==> config.mk <==
export PLATFORM = sky130hd
export DESIGN_NAME = pu_riscv_pfpu_i2f_pipe
export DESIGN_NICKNAME = d
export VERILOG_FILES = /design/src/rtl/pu_riscv_pfpu_i2f_pipe.sv
export SDC_FILE = /design/constraint.sdc
export NUM_CORES = 1
export LEC_CHECK = 0
export BUFFER_PORTS_ARGS = -buffer_cell sky130_fd_sc_hd__buf_2
export CAP_MARGIN = 5
export CORE_ASPECT_RATIO = 0.9
export CORE_MARGIN = 5
export CORE_UTILIZATION = 31
export CTS_BUF_LIST = sky130_fd_sc_hd__clkbuf_16
export DETAILED_ROUTE_END_ITERATION = 8
export PLACE_DENSITY = 0.54
export SYNTH_ARGS = -nofsm -noshare
export SYNTH_HDL_FRONTEND = slang
export SYNTH_SLANG_ARGS = --single-unit
==> constraint.sdc <==
create_clock -name clk -period 9.3 [get_ports clk]
set_clock_uncertainty 0.2 [all_clocks]
set_input_delay 0 -clock clk [delete_from_list [all_inputs] [get_ports clk]]
set_output_delay 0 -clock clk [all_outputs]
set_load 0.02 [all_outputs]
==> src/rtl/pu_riscv_pfpu_i2f_pipe.sv <==
// Two-stage integer-to-float converter: S1 takes the magnitude and counts leading zeros,
// S2 normalises, rounds per rm and packs an IEEE-754 result with the inexact flag.
module pu_riscv_pfpu_i2f_pipe #(
  parameter int IW = 64,
  parameter int EW = 8,
  parameter int MW = 23
) (
  input  logic              clk,
  input  logic              rstn,
  input  logic              flush_i,
  input  logic              adv_i,
  input  logic              start_i,
  input  logic              signed_i,
  input  logic [2:0]        rm_i,
  input  logic [IW-1:0]     opa_i,
  output logic              rdy_o,
  output logic [EW+MW:0]    result_o,
  output logic              inexact_o
);

  localparam int LW   = $clog2(IW + 1);
  localparam int BIAS = (2 ** (EW - 1)) - 1;

  function automatic logic [LW-1:0] lzc(input logic [IW-1:0] v);
    logic          found;
    logic [LW-1:0] n;
    n     = LW'(IW);
    found = 1'b0;
    for (int i = IW - 1; i >= 0; i--) begin
      if (!found && v[i]) begin
        n     = LW'(IW - 1 - i);
        found = 1'b1;
      end
    end
    return n;
  endfunction

  logic              sign_s;
  logic [IW-1:0]     mag_s;
  logic              s1_vld_r;
  logic              s1_sign_r;
  logic [IW-1:0]     s1_mag_r;
  logic [LW-1:0]     s1_lz_r;
  logic [2:0]        s1_rm_r;

  logic [IW-1:0]     norm_s;
  logic [IW+MW:0]    ext_s;
  logic [MW-1:0]     mant_s;
  logic              guard_s;
  logic              sticky_s;
  logic              inc_s;
  logic [EW-1:0]     exp_s;
  logic [MW:0]       mant_sum_s;
  logic [EW-1:0]     exp_fin_s;
  logic              zero_s;

  assign sign_s = signed_i & opa_i[IW-1];
  // Two's-complement negate; the most-negative operand maps to 2**(IW-1) exactly.
  assign mag_s  = sign_s ? (~opa_i + {{(IW-1){1'b0}}, 1'b1}) : opa_i;

  // S1 pipeline register: magnitude, leading-zero count, sign, rounding mode.
  always_ff @(posedge clk or negedge rstn) begin
    if (!rstn) begin
      s1_vld_r  <= 1'b0;
      s1_sign_r <= 1'b0;
      s1_mag_r  <= {IW{1'b0}};
      s1_lz_r   <= {LW{1'b0}};
      s1_rm_r   <= 3'b000;
    end else if (flush_i) begin
      s1_vld_r  <= 1'b0;
    end else if (adv_i) begin
      s1_vld_r  <= start_i;
      s1_sign_r <= sign_s;
      s1_mag_r  <= mag_s;
      s1_lz_r   <= lzc(mag_s);
      s1_rm_r   <= rm_i;
    end
  end

  assign norm_s = s1_mag_r << s1_lz_r;
  assign zero_s = ~norm_s[IW-1];
  // Hidden bit dropped and zero padding appended so guard/sticky exist for any IW/MW mix.
  assign ext_s    = {norm_s[IW-2:0], {(MW+2){1'b0}}};
  assign mant_s   = ext_s[IW+MW -: MW];
  assign guard_s  = ext_s[IW];
  assign sticky_s = |ext_s[IW-1:0];

  // Rounding increment decode; reserved encodings fall back to round-to-nearest-even.
  always_comb begin
    inc_s = 1'b0;
    case (s1_rm_r)
      3'b001:  inc_s = 1'b0;
      3'b010:  inc_s = s1_sign_r & (guard_s | sticky_s);
      3'b011:  inc_s = ~s1_sign_r & (guard_s | sticky_s);
      3'b100:  inc_s = guard_s;
      default: inc_s = guard_s & (sticky_s | mant_s[0]);
    endcase
  end

  assign exp_s      = EW'(IW - 1 + BIAS) - EW'(s1_lz_r);
  assign mant_sum_s = {1'b0, mant_s} + {{MW{1'b0}}, inc_s};
  // Carry out of the mantissa leaves a zero fraction and bumps the exponent.
  assign exp_fin_s  = exp_s + {{(EW-1){1'b0}}, mant_sum_s[MW]};

  // S2 output register: packed result, inexact flag and result-valid.
  always_ff @(posedge clk or negedge rstn) begin
    if (!rstn) begin
      rdy_o     <= 1'b0;
      result_o  <= {(EW+MW+1){1'b0}};
      inexact_o <= 1'b0;
    end else if (flush_i) begin
      rdy_o     <= 1'b0;
    end else if (adv_i) begin
      rdy_o     <= s1_vld_r;
      result_o  <= zero_s ? {(EW+MW+1){1'b0}} : {s1_sign_r, exp_fin_s, mant_sum_s[MW-1:0]};
      inexact_o <= guard_s | sticky_s;
    end
  end

endmodule

==> flow_metrics.env, run 1 <==
export IMPL_status="complete, no violations"
export IMPL_root_buffer="clkbuf_16"
export IMPL_gp_congestion=0.917
export IMPL_tritoncts="built"
export IMPL_yosysSeqAreaShare=0.219
export IMPL_peakVddDrop_mv=0.0943
export IMPL_cts_sinks=110
export IMPL_start_kind="flop"
export IMPL_drive_gt1_frac=0.201
export IMPL_leakage_nw=5.47
export IMPL_insertedDiodeCount=0
export IMPL_finalCriticalPeriod_ns=5.71
export IMPL_muxShareOfSynthArea=0.232
export IMPL_setup_viol=0
export IMPL_routedWlPerCell_um=20.6
export IMPL_dr_pass1_iters=5
export IMPL_detailed_place_hpwl_um=33300
export IMPL_vias=12200
export IMPL_slowest_stage="dfrtp_4"
export IMPL_ys_top_cells_by_count="nand2_1, o21ai_0, dfrtp_1, nor2_1, mux4_2"
export IMPL_yosysWarningCount=0
export IMPL_endpoint_kind="flop"
export IMPL_clockBufferDepth=2
export IMPL_area_delta_synth_final_pct=14.8
export IMPL_synth_compound_area_frac=0.193
export IMPL_die_x_um=222
export IMPL_drt_total_wl_um=43300
export IMPL_cp_required_ns=9.33
export IMPL_die_h_um=201
export IMPL_drc_errors=0
export IMPL_clkLatencyLatePin_ns=0.37
export IMPL_drv_cap=0
export IMPL_synth_adder_area_share=0.00498
export IMPL_drv_slew=0
export IMPL_crit_fanout=44
export IMPL_crit_top_cell="ha_1"
export IMPL_htreeDepth=3
export IMPL_grt_first_pass_wirelength_um=68700
export IMPL_maxSlewHeadroom=0.276
export IMPL_drt_iter0_drc=1203
export IMPL_syn_nets=1544
export IMPL_place_inst=2013
export IMPL_max_stage_delay_ns=0.76
export IMPL_fmax_ghz=0.175
export IMPL_rsz0062_at_grt="no"
export IMPL_port_buffers=106
export IMPL_regArea_sq_um=2760
export IMPL_synth_top_family_by_area="simple AND/OR/NAND/NOR gates"
export IMPL_finalPower_mw=2.41
export IMPL_yosysUniqueCellTypes=91
export IMPL_fp_coreArea_sq_um=40400
export IMPL_io_pin_count=107
export IMPL_crit_path_cell_trace="buf_4 -> mux4_2 -> mux2i_1 -> a22oi_1 -> o221ai_1 -> nand4b_1 -> nor4_1 -> nand4_1 -> a2111oi_0 -> o32a_1 -> a21oi_1 -> ha_1 -> nand3_1 -> nor4_1 -> nand4_1 -> ha_1 -> ha_1 -> nand3_1 -> xnor2_1 -> o21ai_0"
export IMPL_fillers=4213
export IMPL_cp_top_family="compound AO/OA/AOI/OAI gates"
export IMPL_setup_tns_ns=0
export IMPL_synthFlopType="dfrtp_1"
export IMPL_synth_seq_cells=110
export IMPL_dpl_instance_area_sq_um=13400
export IMPL_std_cell_rows=70
export IMPL_overflow=0
export IMPL_die_area_sq_um=44600
export IMPL_yosys_area_top_type="dfrtp_1"
export IMPL_stdcell_area_sq_um=14400
export IMPL_start_util=0.311
export IMPL_syn_inst=1466
export IMPL_instances_no_fill=2100
export IMPL_grt_max_degree=79
export IMPL_hp_class="input port to flop"
export IMPL_yosysMostFrequentCell="nand2_1"
export IMPL_synthXorXnorAreaFrac=0.0599
export IMPL_ys_async_sr_fraction=1.00
export IMPL_fin_crit_sh=0.614
export IMPL_synth_simple_gate_area_frac=0.233
export IMPL_grt_pass1_vias=11500
export IMPL_critical_path_arrival_ns=5.74
export IMPL_fin_util=0.357
export IMPL_p_per_area_nw_per_um2=167
export IMPL_clk_pin_slew_ns=0.08
export IMPL_antenna_found_initial=0
export IMPL_antenna_left=0
export IMPL_cts_resized=0
export IMPL_multi_input_comb_area_sq_um=9100
export IMPL_crit_type="flop to flop"
export IMPL_synth_area_leaders="dfrtp_1, mux4_2, nand2_1, o21ai_0, mux2i_1"
export IMPL_vias_per_cell=5.83
export IMPL_worstMarginPinSlew_ns=1.08
export IMPL_fin_nets=1634
export IMPL_synth_edff_count=0
export IMPL_post_cts_buffers=0
export IMPL_cp_num_buf_inv=1
export IMPL_grt_usage=0.189
export IMPL_netlist_area_sq_um=12600
export IMPL_hold_violations=0
export IMPL_synth_top_area_share=0.219
export IMPL_cts_buffers=9
export IMPL_synth_area_per_cell_sq_um=8.57
report_power, final:
group | switching (mW) | internal, mW
logic | 0.739 | 0.555
clock network | 0.184 | 0.260
registers | 0.106 | 0.567
final cells by class:
| class | instances | area share |
|---|---|---|
| inverters | 30 | 0.00781 |
| well taps | 540 | 0.0469 |
| clock buffers | 9 | 0.0156 |
| repair buffers | 202 | 0.0995 |
| flip-flops and latches | 110 | 0.191 |
| clock inverters | 6 | 0.00729 |
| multi-input cells | 1203 | 0.632 |
state kept, by name, indices dropped and copies added (netlist names):
| signal | count |
|---|---|
| s1_rm_r | 3 |
| s1_lz_r | 7 |
| s1_vld_r | 1 |
| result_o | 32 |
| s1_sign_r | 1 |
| rdy_o | 1 |
| inexact_o | 1 |
| s1_mag_r | 64 |
cells by family after synthesis:
kind of cell | after synthesis
flip-flops | 110
AO/OA/AOI/OAI | 367
multiplexers | 178
AND/OR/NAND/NOR | 568
adder cells (fa/ha/maj) | 5
XOR/XNOR | 85
buffers and inverters | 153
worst paths after layout:
path,to,from,cells past startpoint,slack (ns)
worst max-delay path,result_o[27],s1_lz_r[0],20,3.59
worst min-delay path,s1_mag_r[12],opa_i[12],3,0.03
worst max register to register,result_o[27],s1_lz_r[0],20,3.59
worst min register to register,result_o[13],result_o[13],2,0.28
max in group asynchronous,s1_mag_r[62],rstn,3,7.66
min in group asynchronous,rdy_o,rstn,2,0.05
per-layer routing:
metal / global-route usage / vias to the layer above / wire length, um
met5: 0 / - / 0
met4: 0.0482 / 0 / 954
met2: 0.298 / 409 / 20000
li1: - / 5767 / -
met1: 0.277 / 6004 / 20200
met3: 0.0199 / 56 / 2150
timing repair:
item                                    4_1_cts  5_1_grt
endpoints found under the hold margin       126        0
endpoints found under the setup margin        0        0
hold buffers                                 72        0
worst reg2reg max path, cell delays in order (launching register included):
cell and delay [ns]:
dfrtp_4 0.76, buf_4 0.72, mux4_2 0.63, mux2i_1 0.38, a22oi_1 0.12, o221ai_1 0.12, nand4b_1 0.13, nor4_1 0.33
nand4_1 0.13, a2111oi_0 0.48, o32a_1 0.24, a21oi_1 0.07, ha_1 0.21, nand3_1 0.12, nor4_1 0.07, nand4_1 0.10
ha_1 0.18, ha_1 0.21, nand3_1 0.11, xnor2_1 0.18, o21ai_0 0.09
per-stage QoR:
stage	worst slack, ns	hold slack (ns)
detailed placement	3.60	-0.0662
global placement	3.69	-0.0689
CTS	3.59	0.0139
global route	3.05	0.0681
finish	3.59	0.0271
floorplan	4.66	-0.496
cells in the final DEF (no fill, tap or decap), types with 9 or more instances in the layout:
master / instances
nor2b_1: 10
xnor2_1: 54
nor3_1: 30
mux4_2: 87
nand2b_1: 11
buf_2: 105
xor2_1: 30
nand4_1: 32
or4_1: 15
a41oi_1: 9
dlygate4sd3_1: 72
a21oi_1: 56
nor4_1: 21
mux2_2: 36
nor2_1: 98
clkbuf_16: 9
dfrtp_1: 107
o31ai_1: 17
o21ai_0: 137
mux2i_1: 55
o22ai_1: 10
inv_1: 30
and2_1: 12
or3_1: 10
nand2_1: 210
buf_4: 25
a31oi_1: 15
nand3_1: 52
Note: power is estimated with default switching activity, not from simulation.
==> inputs of run 2 (changes only) <==
Clock period 9.3 ns to 5.5 ns, I/O delays scaled along.
==> run 2 against run 1 <==
Count of clock-buffer cells in the layout stayed put. Sequential power is 71% higher. Via count is 0.66% higher. Register-to-register slack worse by 3.4 ns. Design area is 1.1% higher. Combinational power is 71% higher. Total power is 67% higher. Largest power group unchanged. Highest routed layer unchanged.
==> flow_metrics.env, run 2 (synthesis results as in run 1) <==
export IMPL_die_h_um=201
export IMPL_overflow=0
export IMPL_rsz0062_at_grt="no"
export IMPL_cp_required_ns=5.55
export IMPL_crit_type="flop to flop"
export IMPL_grt_util_met3=0.0221
export IMPL_setup_viol=0
export IMPL_root_buffer="clkbuf_16"
export IMPL_hold_start="opa_i[41]"
export IMPL_antenna_left=0
export IMPL_cts_buffers=9
export IMPL_grt_usage=0.192
export IMPL_vias_per_cell=5.80
export IMPL_port_buffers=106
export IMPL_largest_reg_flops=64
export IMPL_std_cell_rows=70
export IMPL_endpoint_kind="flop"
export IMPL_maxSlewHeadroom=0.387
export IMPL_antenna_found_initial=0
export IMPL_clockBufferDepth=2
export IMPL_drive_gt1_frac=0.213
export IMPL_clk_pin_slew_ns=0.08
export IMPL_setup_tns_ns=0
export IMPL_fillers=4189
export IMPL_fin_ws_ns=0.225
export IMPL_die_area_sq_um=44600
export IMPL_p_per_area_nw_per_um2=277
export IMPL_grt_max_degree=83
export IMPL_hold_violations=0
export IMPL_worstMarginPinSlew_ns=0.919
export IMPL_status="complete, no violations"
export IMPL_grt_first_pass_wirelength_um=70100
export IMPL_start_kind="flop"
export IMPL_fmax_ghz=0.190
export IMPL_fin_nets=1655
export IMPL_fp_coreArea_sq_um=40400
export IMPL_drt_total_wl_um=44100
export IMPL_top_regs="s1_mag_r: 64 flops, result_o: 32 flops, s1_lz_r: 7 flops"
export IMPL_grt_busiest_layer="met2"
export IMPL_fin_util=0.361
export IMPL_regMostFlops="s1_mag_r"
export IMPL_hold_path_end="s1_mag_r[41]"
export IMPL_crit_fanout=32
export IMPL_rr_worst_depth=20
export IMPL_critical_path_arrival_ns=5.32
export IMPL_peakVddDrop_mv=0.163
export IMPL_leakage_nw=5.57
export IMPL_grt_pass1_vias=12000
export IMPL_fin_crit_sh=0.959
export IMPL_hp_class="input port to flop"
export IMPL_cts_sinks=110
export IMPL_vias=12300
export IMPL_r2r_start="s1_lz_r[0]"
export IMPL_gp_congestion=0.949
export IMPL_tritoncts="built"
export IMPL_drc_errors=0
export IMPL_area_delta_synth_final_pct=16.0
export IMPL_drt_iter0_drc=1168
export IMPL_insertedDiodeCount=0
export IMPL_place_inst=2035
export IMPL_hold_path_depth=5
export IMPL_layout_commonest_cell="nand2_1"
export IMPL_clkLatencyLatePin_ns=0.37
export IMPL_r2r_slack_ns=0.22
export IMPL_holdWs_ns=0.0207
export IMPL_io_pin_count=107
export IMPL_instances_no_fill=2122
export IMPL_die_x_um=222
export IMPL_grt_use_met1=0.273
export IMPL_pre_cts_ws_ns=0.314
export IMPL_finalCriticalPeriod_ns=5.28
export IMPL_routedWlPerCell_um=20.8
export IMPL_regToRegEndpoint="result_o[28]"
export IMPL_drv_cap=0
export IMPL_grtUsageMet2=0.310
export IMPL_detailed_place_hpwl_um=34800
export IMPL_start_util=0.311
export IMPL_htreeDepth=3
export IMPL_dr_pass1_iters=6
export IMPL_drv_slew=0
export IMPL_mostFrequentLayoutCells="nand2_1, o21ai_0, dfrtp_1"
[run 2: changes by cell type in the layout (fill, tap and decap cells not counted), sizes merged]
cell | before | now
buf | 130 | 152
bufinv | 3 | 1
clkinv | 0 | 4
clkinvlp | 1 | 0
dlygate4sd3 | 72 | 71
[run 2: repair_timing]
| action | 4_1_cts | 5_1_grt |
|---|---|---|
| hold endpoints to repair | 128 | 0 |
| hold buffers | 71 | 0 |
| buffers inserted | 0 | 0 |
| gates resized for setup | 0 | 1 |
| setup endpoints to repair | 0 | 4 |
[run 2: report_power, final]
group          internal (mW)  switching, mW  leakage, nW  total (mW)
Combinational          0.961           1.25         4.03        2.21
Clock                  0.356          0.323        0.145       0.679
Sequential             0.958          0.191         1.39        1.15
[run 2: worst max-delay path, cell delays in order (launching register included)]
cell,delay (ns)
dfrtp_4,0.77
mux4_2,0.62
mux2_2,0.34
mux2_2,0.28
a22oi_1,0.25
nand4b_1,0.13
nor4_1,0.29
nand4_1,0.12
a2111oi_0,0.60
o32a_1,0.27
a21oi_1,0.08
ha_1,0.21
nand3_1,0.11
nor4_1,0.07
nand4_1,0.09
ha_1,0.18
nand3_1,0.15
nor2_1,0.16
nor2_1,0.06
nor2_1,0.11
o21ai_0,0.08
[run 2: per-stage QoR]
stage	cell area (sq um)	power, mW
floorplan	12600	2.65
global placement	13600	3.31
detailed placement	13600	3.31
CTS	14600	4.04
global route	14600	4.28
finish	14600	4.03
[run 2: per-layer routing]
metal  up-vias  share of wire
li1       5799              -
met1      6066           0.46
met2       398           0.47
met3        54          0.048
met4         0          0.026
met5         -              0
[run 2: worst max path at each step]
stage                          start      endpoint
final                     s1_lz_r[0]  result_o[28]
after global routing      s1_lz_r[0]  result_o[28]
after CTS                 s1_lz_r[0]  result_o[28]
after detailed placement  s1_lz_r[0]  result_o[27]
after global placement    s1_lz_r[0]  result_o[27]
after floorplan           s1_lz_r[0]  result_o[27]
[run 2: final cells by class]
class | instances | area, sq um | area share
timing repair buffer | 223 | 1610 | 0.111
clock buffer | 9 | 225 | 0.0155
tap | 540 | 676 | 0.0464
multi-input combinational | 1203 | 9110 | 0.625
sequential | 110 | 2760 | 0.189
clock inverter | 7 | 72.6 | 0.00498
inverter | 30 | 113 | 0.00773
